### src/rtl/hazard_ctl_if.sv
// Hazard controller bus: ID/EX hazard inputs and the pipeline stall/flush,
// mult/div sequencing and performance-counter outputs.
interface hazard_ctl_if #(
    parameter int PERF_W = 16
);
    logic [4:0]        Rs_ID;
    logic [4:0]        Rt_ID;
    logic [4:0]        WriteReg_EX;
    logic              RegWrite_EX;
    logic              MemToReg_EX;
    logic              BranchTaken_EX;
    logic              MulDivStart_ID;
    logic              HiLoRead_ID;
    logic              Stall_IF;
    logic              Stall_ID;
    logic              Flush_ID;
    logic              Flush_EX;
    logic              MulDivGo;
    logic              MulDivBusy;
    logic              MulDivDone;
    logic [PERF_W-1:0] StallCnt;

    // Pipeline side: supplies hazard information, consumes controls
    modport master (
        output Rs_ID, Rt_ID, WriteReg_EX, RegWrite_EX, MemToReg_EX,
               BranchTaken_EX, MulDivStart_ID, HiLoRead_ID,
        input  Stall_IF, Stall_ID, Flush_ID, Flush_EX,
               MulDivGo, MulDivBusy, MulDivDone, StallCnt
    );

    // Controller side
    modport slave (
        input  Rs_ID, Rt_ID, WriteReg_EX, RegWrite_EX, MemToReg_EX,
               BranchTaken_EX, MulDivStart_ID, HiLoRead_ID,
        output Stall_IF, Stall_ID, Flush_ID, Flush_EX,
               MulDivGo, MulDivBusy, MulDivDone, StallCnt
    );
endinterface

### src/rtl/hazard_ctl.sv
// Pipeline hazard and sequencing controller for the 5-stage MIPS core.
// Load-use detection, branch flush, mult/div HI/LO sequencing and a
// saturating stall-cycle counter. Every output is forced low during reset.
module hazard_ctl #(
    parameter int MULDIV_CYCLES = 32,
    parameter int CNT_W         = 6,
    parameter int PERF_W        = 16
) (
    input  logic        clk,
    input  logic        reset,
    hazard_ctl_if.slave hif
);

    typedef enum logic [1:0] {IDLE, BUSY, DONE} state_t;

    state_t            state;
    state_t            next_state;
    logic [CNT_W-1:0]  count;
    logic [CNT_W-1:0]  next_count;
    logic [PERF_W-1:0] stall_cnt;
    logic              load_use;
    logic              hilo_haz;
    logic              hold;
    logic              go;
    logic              busy;
    logic              done;

    // Hazard detection: load-use and HI/LO-busy hazards; a taken branch wins
    always_comb begin
        load_use = hif.MemToReg_EX && hif.RegWrite_EX && (hif.WriteReg_EX != 5'd0)
                   && ((hif.WriteReg_EX == hif.Rs_ID) || (hif.WriteReg_EX == hif.Rt_ID));
        hilo_haz = (state == BUSY) && (hif.HiLoRead_ID || hif.MulDivStart_ID);
        hold     = (load_use || hilo_haz) && !hif.BranchTaken_EX;
    end

    // Mult/div sequencer state and down-counter registers
    always_ff @(posedge clk or posedge reset) begin
        if (reset) begin
            state <= IDLE;
            count <= '0;
        end else begin
            state <= next_state;
            count <= next_count;
        end
    end

    // Mult/div sequencer next state; DONE may restart directly for back-to-back ops
    always_comb begin
        next_state = state;
        next_count = count;
        go         = 1'b0;
        busy       = 1'b0;
        done       = 1'b0;
        case (state)
            IDLE: begin
                if (hif.MulDivStart_ID && !hold && !hif.BranchTaken_EX) begin
                    go         = 1'b1;
                    next_state = BUSY;
                    next_count = CNT_W'(MULDIV_CYCLES - 1);
                end
            end
            BUSY: begin
                busy = 1'b1;
                if (count == '0) begin
                    next_state = DONE;
                end else begin
                    next_count = count - 1'b1;
                end
            end
            DONE: begin
                done = 1'b1;
                if (hif.MulDivStart_ID && !hold && !hif.BranchTaken_EX) begin
                    go         = 1'b1;
                    next_state = BUSY;
                    next_count = CNT_W'(MULDIV_CYCLES - 1);
                end else begin
                    next_state = IDLE;
                end
            end
            default: begin
                next_state = IDLE;
            end
        endcase
    end

    // Saturating count of cycles in which decode was held
    always_ff @(posedge clk or posedge reset) begin
        if (reset) begin
            stall_cnt <= '0;
        end else if (hold && (stall_cnt != {PERF_W{1'b1}})) begin
            stall_cnt <= stall_cnt + 1'b1;
        end
    end

    // Output drive, gated so that everything reads zero while reset is high
    always_comb begin
        hif.Stall_IF   = hold && !reset;
        hif.Stall_ID   = hold && !reset;
        hif.Flush_EX   = (hold || hif.BranchTaken_EX) && !reset;
        hif.Flush_ID   = hif.BranchTaken_EX && !reset;
        hif.MulDivGo   = go && !reset;
        hif.MulDivBusy = busy && !reset;
        hif.MulDivDone = done && !reset;
        hif.StallCnt   = stall_cnt;
    end

endmodule

### src/flat_wrapper.sv
// flat-port wrapper written by rule: the top's interface ports become plain ports
module hazard_ctl_flat 
#(
    parameter int MULDIV_CYCLES = 32,
    parameter int CNT_W         = 6,
    parameter int PERF_W        = 16
)
  (clk, reset, hif_Rs_ID, hif_Rt_ID, hif_WriteReg_EX, hif_RegWrite_EX, hif_MemToReg_EX, hif_BranchTaken_EX, hif_MulDivStart_ID, hif_HiLoRead_ID, hif_Stall_IF, hif_Stall_ID, hif_Flush_ID, hif_Flush_EX, hif_MulDivGo, hif_MulDivBusy, hif_MulDivDone, hif_StallCnt);
  hazard_ctl_if #(.PERF_W(PERF_W)) hif_i ();
  input  logic clk;
  input  logic reset;
  input wire logic [$bits(hif_i.Rs_ID)-1:0] hif_Rs_ID;
  input wire logic [$bits(hif_i.Rt_ID)-1:0] hif_Rt_ID;
  input wire logic [$bits(hif_i.WriteReg_EX)-1:0] hif_WriteReg_EX;
  input wire logic [$bits(hif_i.RegWrite_EX)-1:0] hif_RegWrite_EX;
  input wire logic [$bits(hif_i.MemToReg_EX)-1:0] hif_MemToReg_EX;
  input wire logic [$bits(hif_i.BranchTaken_EX)-1:0] hif_BranchTaken_EX;
  input wire logic [$bits(hif_i.MulDivStart_ID)-1:0] hif_MulDivStart_ID;
  input wire logic [$bits(hif_i.HiLoRead_ID)-1:0] hif_HiLoRead_ID;
  output wire logic [$bits(hif_i.Stall_IF)-1:0] hif_Stall_IF;
  output wire logic [$bits(hif_i.Stall_ID)-1:0] hif_Stall_ID;
  output wire logic [$bits(hif_i.Flush_ID)-1:0] hif_Flush_ID;
  output wire logic [$bits(hif_i.Flush_EX)-1:0] hif_Flush_EX;
  output wire logic [$bits(hif_i.MulDivGo)-1:0] hif_MulDivGo;
  output wire logic [$bits(hif_i.MulDivBusy)-1:0] hif_MulDivBusy;
  output wire logic [$bits(hif_i.MulDivDone)-1:0] hif_MulDivDone;
  output wire logic [$bits(hif_i.StallCnt)-1:0] hif_StallCnt;
  assign hif_i.Rs_ID = hif_Rs_ID;
  assign hif_i.Rt_ID = hif_Rt_ID;
  assign hif_i.WriteReg_EX = hif_WriteReg_EX;
  assign hif_i.RegWrite_EX = hif_RegWrite_EX;
  assign hif_i.MemToReg_EX = hif_MemToReg_EX;
  assign hif_i.BranchTaken_EX = hif_BranchTaken_EX;
  assign hif_i.MulDivStart_ID = hif_MulDivStart_ID;
  assign hif_i.HiLoRead_ID = hif_HiLoRead_ID;
  assign hif_Stall_IF = hif_i.Stall_IF;
  assign hif_Stall_ID = hif_i.Stall_ID;
  assign hif_Flush_ID = hif_i.Flush_ID;
  assign hif_Flush_EX = hif_i.Flush_EX;
  assign hif_MulDivGo = hif_i.MulDivGo;
  assign hif_MulDivBusy = hif_i.MulDivBusy;
  assign hif_MulDivDone = hif_i.MulDivDone;
  assign hif_StallCnt = hif_i.StallCnt;
  hazard_ctl #(.MULDIV_CYCLES(MULDIV_CYCLES), .CNT_W(CNT_W), .PERF_W(PERF_W)) u_core (.clk(clk), .reset(reset), .hif(hif_i));
endmodule
### config.mk
export PLATFORM = sky130hd
export DESIGN_NAME = hazard_ctl_flat
export DESIGN_NICKNAME = d
export VERILOG_FILES = /design/src/rtl/hazard_ctl_if.sv /design/src/rtl/hazard_ctl.sv /design/src/flat_wrapper.sv
export SDC_FILE = /design/constraint.sdc
export NUM_CORES = 1
export LEC_CHECK = 0
export ABC_AREA = 1
export BUFFER_PORTS_ARGS = -buffer_cell sky130_fd_sc_hd__buf_2
export CAP_MARGIN = 20
export CORE_MARGIN = 10
export CORE_UTILIZATION = 57
export DETAILED_ROUTE_END_ITERATION = 10
export PLACE_DENSITY = 0.95
export SYNTH_ARGS = -nofsm -noshare
export SYNTH_HDL_FRONTEND = slang
export SYNTH_SLANG_ARGS = --single-unit
### constraint.sdc
create_clock -name clk -period 2.9 [get_ports clk]
set_input_delay 0.145 -clock clk [delete_from_list [all_inputs] [get_ports clk]]
set_output_delay 0.145 -clock clk [all_outputs]
set_load 0.05 [all_outputs]
==> qor.txt, run 1 <==
Max Slew Vio Count: 0
Cell taking the most area after synthesis: dfrtp_1
Hold WC Path Type: in2reg
Worst-margin pin slew: 0.677 ns
Int Pwr: 0.000657 W
Crit share post-route: 73.4%
# IOs: 45
Total congestion overflow: 0
Seq/Total Area, Yosys: 34.5%
Die span in y: 75.3 um
Final worst setup slack: 0.772 ns
Initial DRC count: 134
Final Hold Violating Endpoints: 0
Synth Register Bits: 24
Slew headroom: 54.8%
# port buffers: 44
Gr usage total: 15.1%
Clock Pin Slew Worst Setup and Hold Paths: 0.12 ns
Total Power: 0.00131 W
Pwr/cell area: 654 mW/mm2
Area grow syn2layout: 14.8%
Largest net degree at the start of global routing: 32
Routed vias: 1,627
Die width: 75.3 um
Via-to-Cell Ratio: 5.04
Num CTS Buffers: 3
Vias in the first global route: 1,547
Switching power: 0.000650 W
Initial antenna violation count: 0
Area share of the largest cell type after synthesis: 34.5%
H-tree lvl count: 1
Die area: 0.00566 mm2
CP Launch Type: flop
Critical path class: reg2reg
Clk_lat worst skew: 0.31 ns
Clock sink count: 24
DR WL/cell: 12.5 um
Post-CTS Setup Bufs: 0
Gate count after technology mapping: 247
Peak supply drop: 0.672 mV
Most common library cells after synthesis: nand2_1 (73), inv_1 (42), dfrtp_1 (24), nor2_1 (24), nand3_1 (17)
Slack of the worst reg-to-reg path: 0.77 ns
RSZ-0062 raised after global routing: no
Syn Area/Cell: 7.05 um2
Minimum clock period after layout: 2.13 ns
Drt pass-1 iters: 4
Mapped Nets: 272
TritonCTS clock tree: yes
Row count: 19
Synth area leaders: dfrtp_1 (35%), nand2_1 (16%), inv_1 (9.1%)
MaxCap Viol Count: 0
Sw frac: 49.7%
Final setup viols: 0
Critical path fanouts, max: 31
Post-Route WL: 4.05 mm
Endpoint class of the critical path: flop
# nets final: 319
Setup TNS: 0 ns
Leakage power: 1.06 nW
Worst path arrival time: 2.32 ns
Initial Util: 61.5%
Most used DFF post-synth: dfrtp_1
Fraction of layout cells with a size suffix above 1: 24.3%
DP Worst Slack: 0.805 ns
First-pass GRT wire length: 6.90 mm
Maximum operating frequency: 0.470 GHz
Distinct cells, synth: 24
Final HPWL DP: 3.17 mm
Gate power share: 49.3%
Core ar.: 0.00283 mm2
Antenna Nets Post-Route: 0
Fillers: 235
CP required: 3.09 ns
Async S/R FF share, synth: 100%
Clock buffer depth: 2
Clock group share of total power: 11.0%
Yosys warning total: 0
Skew final: 0.00476 ns
Flop pwr share: 39.8%
Antenna cells: 0
Number of synthesized flops with an enable pin: 0
Clock root buffer master: clkbuf_4
Status: finished, final reports clean
Syn Std Cell Area: 0.00174 mm2
Routability cong.: 0.924
Final hold slack: 0.201 ns
Count leader, synth: nand2_1
DRC: 0
critical path, cell delays in order, from the launching register on:
cell and delay (ns):
dfrtp_1 0.47, ha_1 0.28, nand3_2 0.14, nor2_4 0.06
nand3_2 0.08, nor2_2 0.04, nand3_2 0.07, nand3_2 0.53
nand2_1 0.24, o21ai_2 0.08
metal layers:
| layer | track usage [%] | vias up | part of all wire [%] |
|---|---|---|---|
| li1 | - | 850 | - |
| met1 | 18.2 | 745 | 43 |
| met2 | 26.2 | 28 | 50 |
| met3 | 4.34 | 4 | 6.1 |
| met4 | 3.30 | 0 | 0.82 |
| met5 | 0 | - | 0 |
cells in the final DEF (no fill, tap or decap), types with 2 or more instances in the layout:
cell type | netlist | layout
buf_2 | 0 | 44
or2_2 | 2 | 2
clkbuf_4 | 0 | 3
dfrtp_1 | 24 | 24
nand3_1 | 17 | 17
xor2_1 | 9 | 9
xnor2_1 | 9 | 9
ha_1 | 3 | 3
inv_1 | 42 | 42
nor3_1 | 7 | 7
nor2_1 | 24 | 24
nand3_2 | 4 | 4
o21ai_2 | 11 | 11
nand2_2 | 2 | 2
nand2_1 | 73 | 73
o21ai_1 | 3 | 3
nand4_1 | 4 | 4
o21ai_0 | 3 | 3
stage by stage:
stage,cell area [um2],utilization [%],std cells
after floorplan,1740,-,247
after global placement,1970,69.5,319
after detailed placement,1970,69.5,319
after CTS,2000,70.6,323
after global routing,2000,70.6,323
final,2000,70.6,323
path summary, 6_finish.rpt:
path / from / endpoint / depth (start not counted)
setup / recovery: u_core.hif.StallCnt[0]$_DFFE_PP0P_ / u_core.hif.StallCnt[4]$_DFFE_PP0P_ / 9
hold / removal: hif_BranchTaken_EX / u_core.hif.StallCnt[0]$_DFFE_PP0P_ / 4
setup reg to reg: u_core.hif.StallCnt[0]$_DFFE_PP0P_ / u_core.hif.StallCnt[4]$_DFFE_PP0P_ / 9
hold reg to reg: u_core.hif.StallCnt[15]$_DFFE_PP0P_ / u_core.hif.StallCnt[15]$_DFFE_PP0P_ / 2
max in group asynchronous: reset / u_core.hif.StallCnt[12]$_DFFE_PP0P_ / 4
min in group asynchronous: reset / u_core.count[4]$_DFFE_PP0P_ / 4
cell families after synthesis:
family / count (synthesis) / synth area share (%)
adders and majority gates: 3 / 2.16
DFF: 24 / 34.5
xor gates and xnor gates: 18 / 9.06
and+or+nand+nor: 138 / 35.4
buffers and inverters: 47 / 11.6
AOI/OAI and AO/OA: 17 / 7.26
sequential cells by signal, summed over array words and instances (netlist names):
register,flops
u_core.count,6
u_core.state,2
u_core.hif.StallCnt,16
power by group through the flow:
stage	Sequential (W)	Clock, W	Combinational (W)
CTS	0.000516	0.000147	0.000649
global route	0.000533	0.000163	0.000721
finish	0.000520	0.000144	0.000644
detailed placement	0.000521	0	0.000646
global placement	0.000513	0	0.000626
floorplan	0.000597	0	0.000434
final cells by class:
cell class	count	area [um2]	area share, %
multi-input cells	176	937	46.9
flip-flops and latches	24	601	30.1
repair buffers	46	238	11.9
inverters	43	161	8.08
well taps	31	38.8	1.94
clock buffers	3	22.5	1.13
timing repair:
item                                   4_1_cts  5_1_grt
hold buffers                                 1        0
endpoints found under the hold margin       24        0
resized for setup                            0        0
Note: power is estimated with default switching activity, not from simulation.
==> inputs of run 2 (changes only) <==
Settings changed: ABC_AREA 1 to 0, CORE_UTILIZATION 57 to 45, PLACE_DENSITY 0.95 to 0.85.
Clock period 2.9 ns to 1.7 ns, I/O delays scaled along.
==> run 2 against run 1 <==
  * Cell count shrank 23%
  * Sequential share of layout area shrank 1.3 points
  * Hold slack worse by 0.0049 ns
  * Setup slack got worse by 0.97 ns
  * Fmax up 12%
  * Non-clock buffer count increased by 34
  * Clock power grew to 2.9 times the previous value
  * Clock skew about the same
  * Die area shrank 1.5%
  * Register-to-register slack got worse by 0.97 ns
  * Flip-flop and latch count unchanged
  * Sequential power rose by 68%
  * The run now ends with setup timing left
==> qor.txt, run 2 <==
Status: finished, violations left
Failing checks: setup timing
Slack of the worst reg-to-reg path: -0.20 ns (-0.97 ns)
Clock Pin Slew Worst Setup and Hold Paths: 0.14 ns (+0.02 ns)
Die area: 0.00558 mm2 (-1.5%)
DR WL/cell: 16.4 um (+31%)
Buffers & Inverters on Critical Path: 1 (+1)
Cell family with most CP delay: simple AND/OR/NAND/NOR gates
Post-DP Area: 0.00188 mm2 (-4.5%)
RSZ-0062 raised after global routing: yes
Clock root buffer master: clkbuf_4
Num CTS Buffers: 3 (unchanged)
Skew final: 0.00466 ns (-0.0000971 ns)
Most frequent cells in the layout: buf_2 (41), buf_4 (33), xnor2_1 (20)
Final hold slack: 0.196 ns (-0.00486 ns)
Largest net degree at the start of global routing: 17 (-47%)
Critical path class: reg2reg
Initial Util: 47.9% (-14 points)
MaxCap Viol Count: 0 (unchanged)
Most used DFF post-synth: dfrtp_1
Vias in the first global route: 1,333 (-14%)
Initial DRC count: 61 (-54%)
Syn Std Cell Area: 0.00135 mm2 (-23%)
Reg2reg path depth: 8 (-1)
Area grow syn2layout: 58.7%
Setup crit end: u_core.hif.StallCnt[11]$_DFFE_PP0P_
Pwr/cell area: 1330 mW/mm2 (+100%)
Die span in y: 74.7 um (-0.78%)
# nets final: 244 (-24%)
Maximum operating frequency: 0.527 GHz (+12%)
Total congestion overflow: 0 (unchanged)
Slew headroom: 72.7% (+18 points)
Fraction of layout cells with a size suffix above 1: 56.9% (+33 points)
Worst-margin pin slew: 0.408 ns (-0.270 ns)
Worst-path cell chain: nand3_4, nor2_4, and3_4, and2_4, a311o_1, buf_12, nor4_4, xnor2_1
Max Slew Vio Count: 0 (unchanged)
Die width: 74.7 um (-0.78%)
Synth area leaders: dfrtp_1 (45%), xnor2_1 (14%), xor2_1 (5.2%)
Cell taking the most area after synthesis: dfrtp_1
Clock buffer depth: 2 (unchanged)
Syn Area/Cell: 9.89 um2 (+40%)
Routability cong.: 0.855 (-7.6%)
# port buffers: 44 (unchanged)
Most common library cells after synthesis: dfrtp_1 (24), xnor2_1 (21), nand2_1 (16)
# IOs: 45 (unchanged)
Leakage power: 1.02 nW (-3.8%)
Critical path fanouts, max: 7 (-77%)
Max reg flops: 16 (unchanged)
Peak supply drop: 1.13 mV (+68%)
H-tree lvl count: 1 (unchanged)
Worst path arrival time: 2.14 ns (-0.18 ns)
Seq/Total Area, Yosys: 44.7% (+10 points)
Count leader, synth: dfrtp_1
Drt pass-1 iters: 4 (unchanged)
Distinct cells, synth: 32 (+33%)
Mapped Nets: 161 (-41%)
Hold WC Path Type: in2reg
Endpoint class of the critical path: flop
CP required: 1.94 ns (-1.15 ns)
Crit. path cell count: 8 (-1)
Critical path origin: u_core.hif.StallCnt[10]$_DFFE_PP0P_
Final worst setup slack: -0.198 ns (-0.970 ns)
Async S/R FF share, synth: 100% (unchanged)
RR Endpoint: u_core.hif.StallCnt[11]$_DFFE_PP0P_
Initial antenna violation count: 0 (unchanged)
Via-to-Cell Ratio: 5.24 (+4.0%)
Crit path largest cell delay: 0.45 ns (-0.08 ns)
Gate count after technology mapping: 136 (-45%)
Core ar.: 0.00281 mm2 (-0.84%)
Antenna Nets Post-Route: 0 (unchanged)
Post-Route WL: 4.07 mm (+0.62%)
Minimum clock period after layout: 1.90 ns (-0.230 ns)
Final HPWL DP: 3.06 mm (-3.6%)
CP Launch Type: flop
Commonest non-fill, non-tap cell in the layout: buf_2
Routed vias: 1,305 (-20%)
Synth Register Bits: 24 (unchanged)
Gr usage total: 13.9% (-1.2 points)
Yosys warning total: 0 (unchanged)
DRC: 0 (unchanged)
Clk_lat worst skew: 0.32 ns (about the same)
Crit path max-delay cell type: dfrtp_2
First-pass GRT wire length: 6.12 mm (-11%)
Worst R2R Start: u_core.hif.StallCnt[10]$_DFFE_PP0P_
Final Hold Violating Endpoints: 0 (unchanged)
Final setup viols: 16 (+16)
Crit share post-route: 112% (+38 points)
Area share of the largest cell type after synthesis: 44.7% (+10 points)
TritonCTS clock tree: yes
Row count: 19 (unchanged)
Clock sink count: 24 (unchanged)
Number of synthesized flops with an enable pin: 0 (unchanged)
Post-Layout Inst Area: 0.00213 mm2 (+6.8%)
Antenna cells: 0 (unchanged)
## run 2: changes by cell type after synthesis, sizes merged, moves of 9 or more
| cell | before | now |
|---|---|---|
| inv | 43 | 6 |
| nand2 | 75 | 16 |
| nand3 | 21 | 12 |
| nor2 | 26 | 13 |
| o21ai | 17 | 0 |
| xnor2 | 9 | 21 |
## run 2: through the flow
step	total power, W	TNS [ns]	worst slack (ns)	std cells	util [%]
2_1_floorplan	0.00175	-1.94	-0.185	136	-
3_3_place_gp	0.00221	-0.754	-0.0850	235	66.9
3_5_place_dp	0.00228	-1.51	-0.168	235	66.9
4_1_cts	0.00274	-1.28	-0.162	244	71.8
5_1_grt	0.00299	-3.00	-0.238	249	76.1
6_report	0.00285	-2.02	-0.198	249	76.1
## run 2: worst reg2reg max path, delay by kind of cell (launching register included)
family,cells,cell delay (ns)
flops,1,0.45
simple gates,5,0.66
compound gates,1,0.37
buf+inv,1,0.17
xor+xnor,1,0.16
## run 2: cell type report
class                   count  area (um2)
multi-input cells         104         870
fillers                   182         671
flip-flops and latches     24         614
repair buffers             80         537
well taps                  31        38.8
clock inverters             1        30.0
clock buffers               3        22.5
inverters                   6        22.5
## run 2: logic make-up (layout without fill, tap and decap cells)
| family | count (synthesis) | after routing | synth area share, % |
|---|---|---|---|
| xor gates and xnor gates | 29 | 29 | 18.9 |
| adders and majority gates | 3 | 3 | 2.79 |
| AOI/OAI and AO/OA | 8 | 8 | 5.77 |
| DFF | 24 | 24 | 44.7 |
| and+or+nand+nor | 64 | 64 | 24.8 |
| buffers and inverters | 8 | 90 | 3.07 |
## run 2: timing repair
item | in CTS | in global routing
hold buffers | 1 | 0
endpoints found under the setup margin | 17 | 21
gates resized for setup | 10 | 17
hold endpoints to repair | 8 | 0
setup buffers | 4 | 5
pin swaps | 12 | 12
## run 2: worst min-delay path by stage
stage / from / to / slack [ns] / cells past startpoint
finish: hif_MulDivStart_ID / u_core.count[2]$_DFFE_PP0P_ / 0.20 / 4
global route: hif_MulDivStart_ID / u_core.count[1]$_DFFE_PP0P_ / 0.22 / 4
CTS: hif_MulDivStart_ID / u_core.count[2]$_DFFE_PP0P_ / 0.19 / 4
detailed placement: reset / u_core.hif.StallCnt[15]$_DFFE_PP0P_ / 0.12 / 2
global placement: reset / u_core.hif.StallCnt[15]$_DFFE_PP0P_ / 0.12 / 2
floorplan: reset / u_core.count[0]$_DFFE_PP0P_ / 0.1 / 1
## run 2: report_power, final
group          internal [W]  total, W  switching [W]
sequential         0.000741  0.000873       0.000131
clock              0.000238  0.000422       0.000184
combinational      0.000599   0.00155       0.000952
## run 2: routing by layer
| metal | up-vias | share of wire (%) | GRT usage (%) |
|---|---|---|---|
| li1 | 622 | - | - |
| met2 | 47 | 52 | 25.8 |
| met1 | 626 | 39 | 14.7 |
| met4 | 0 | 1.8 | 3.78 |
| met3 | 10 | 7.3 | 4.47 |
| met5 | - | 0 | 0 |
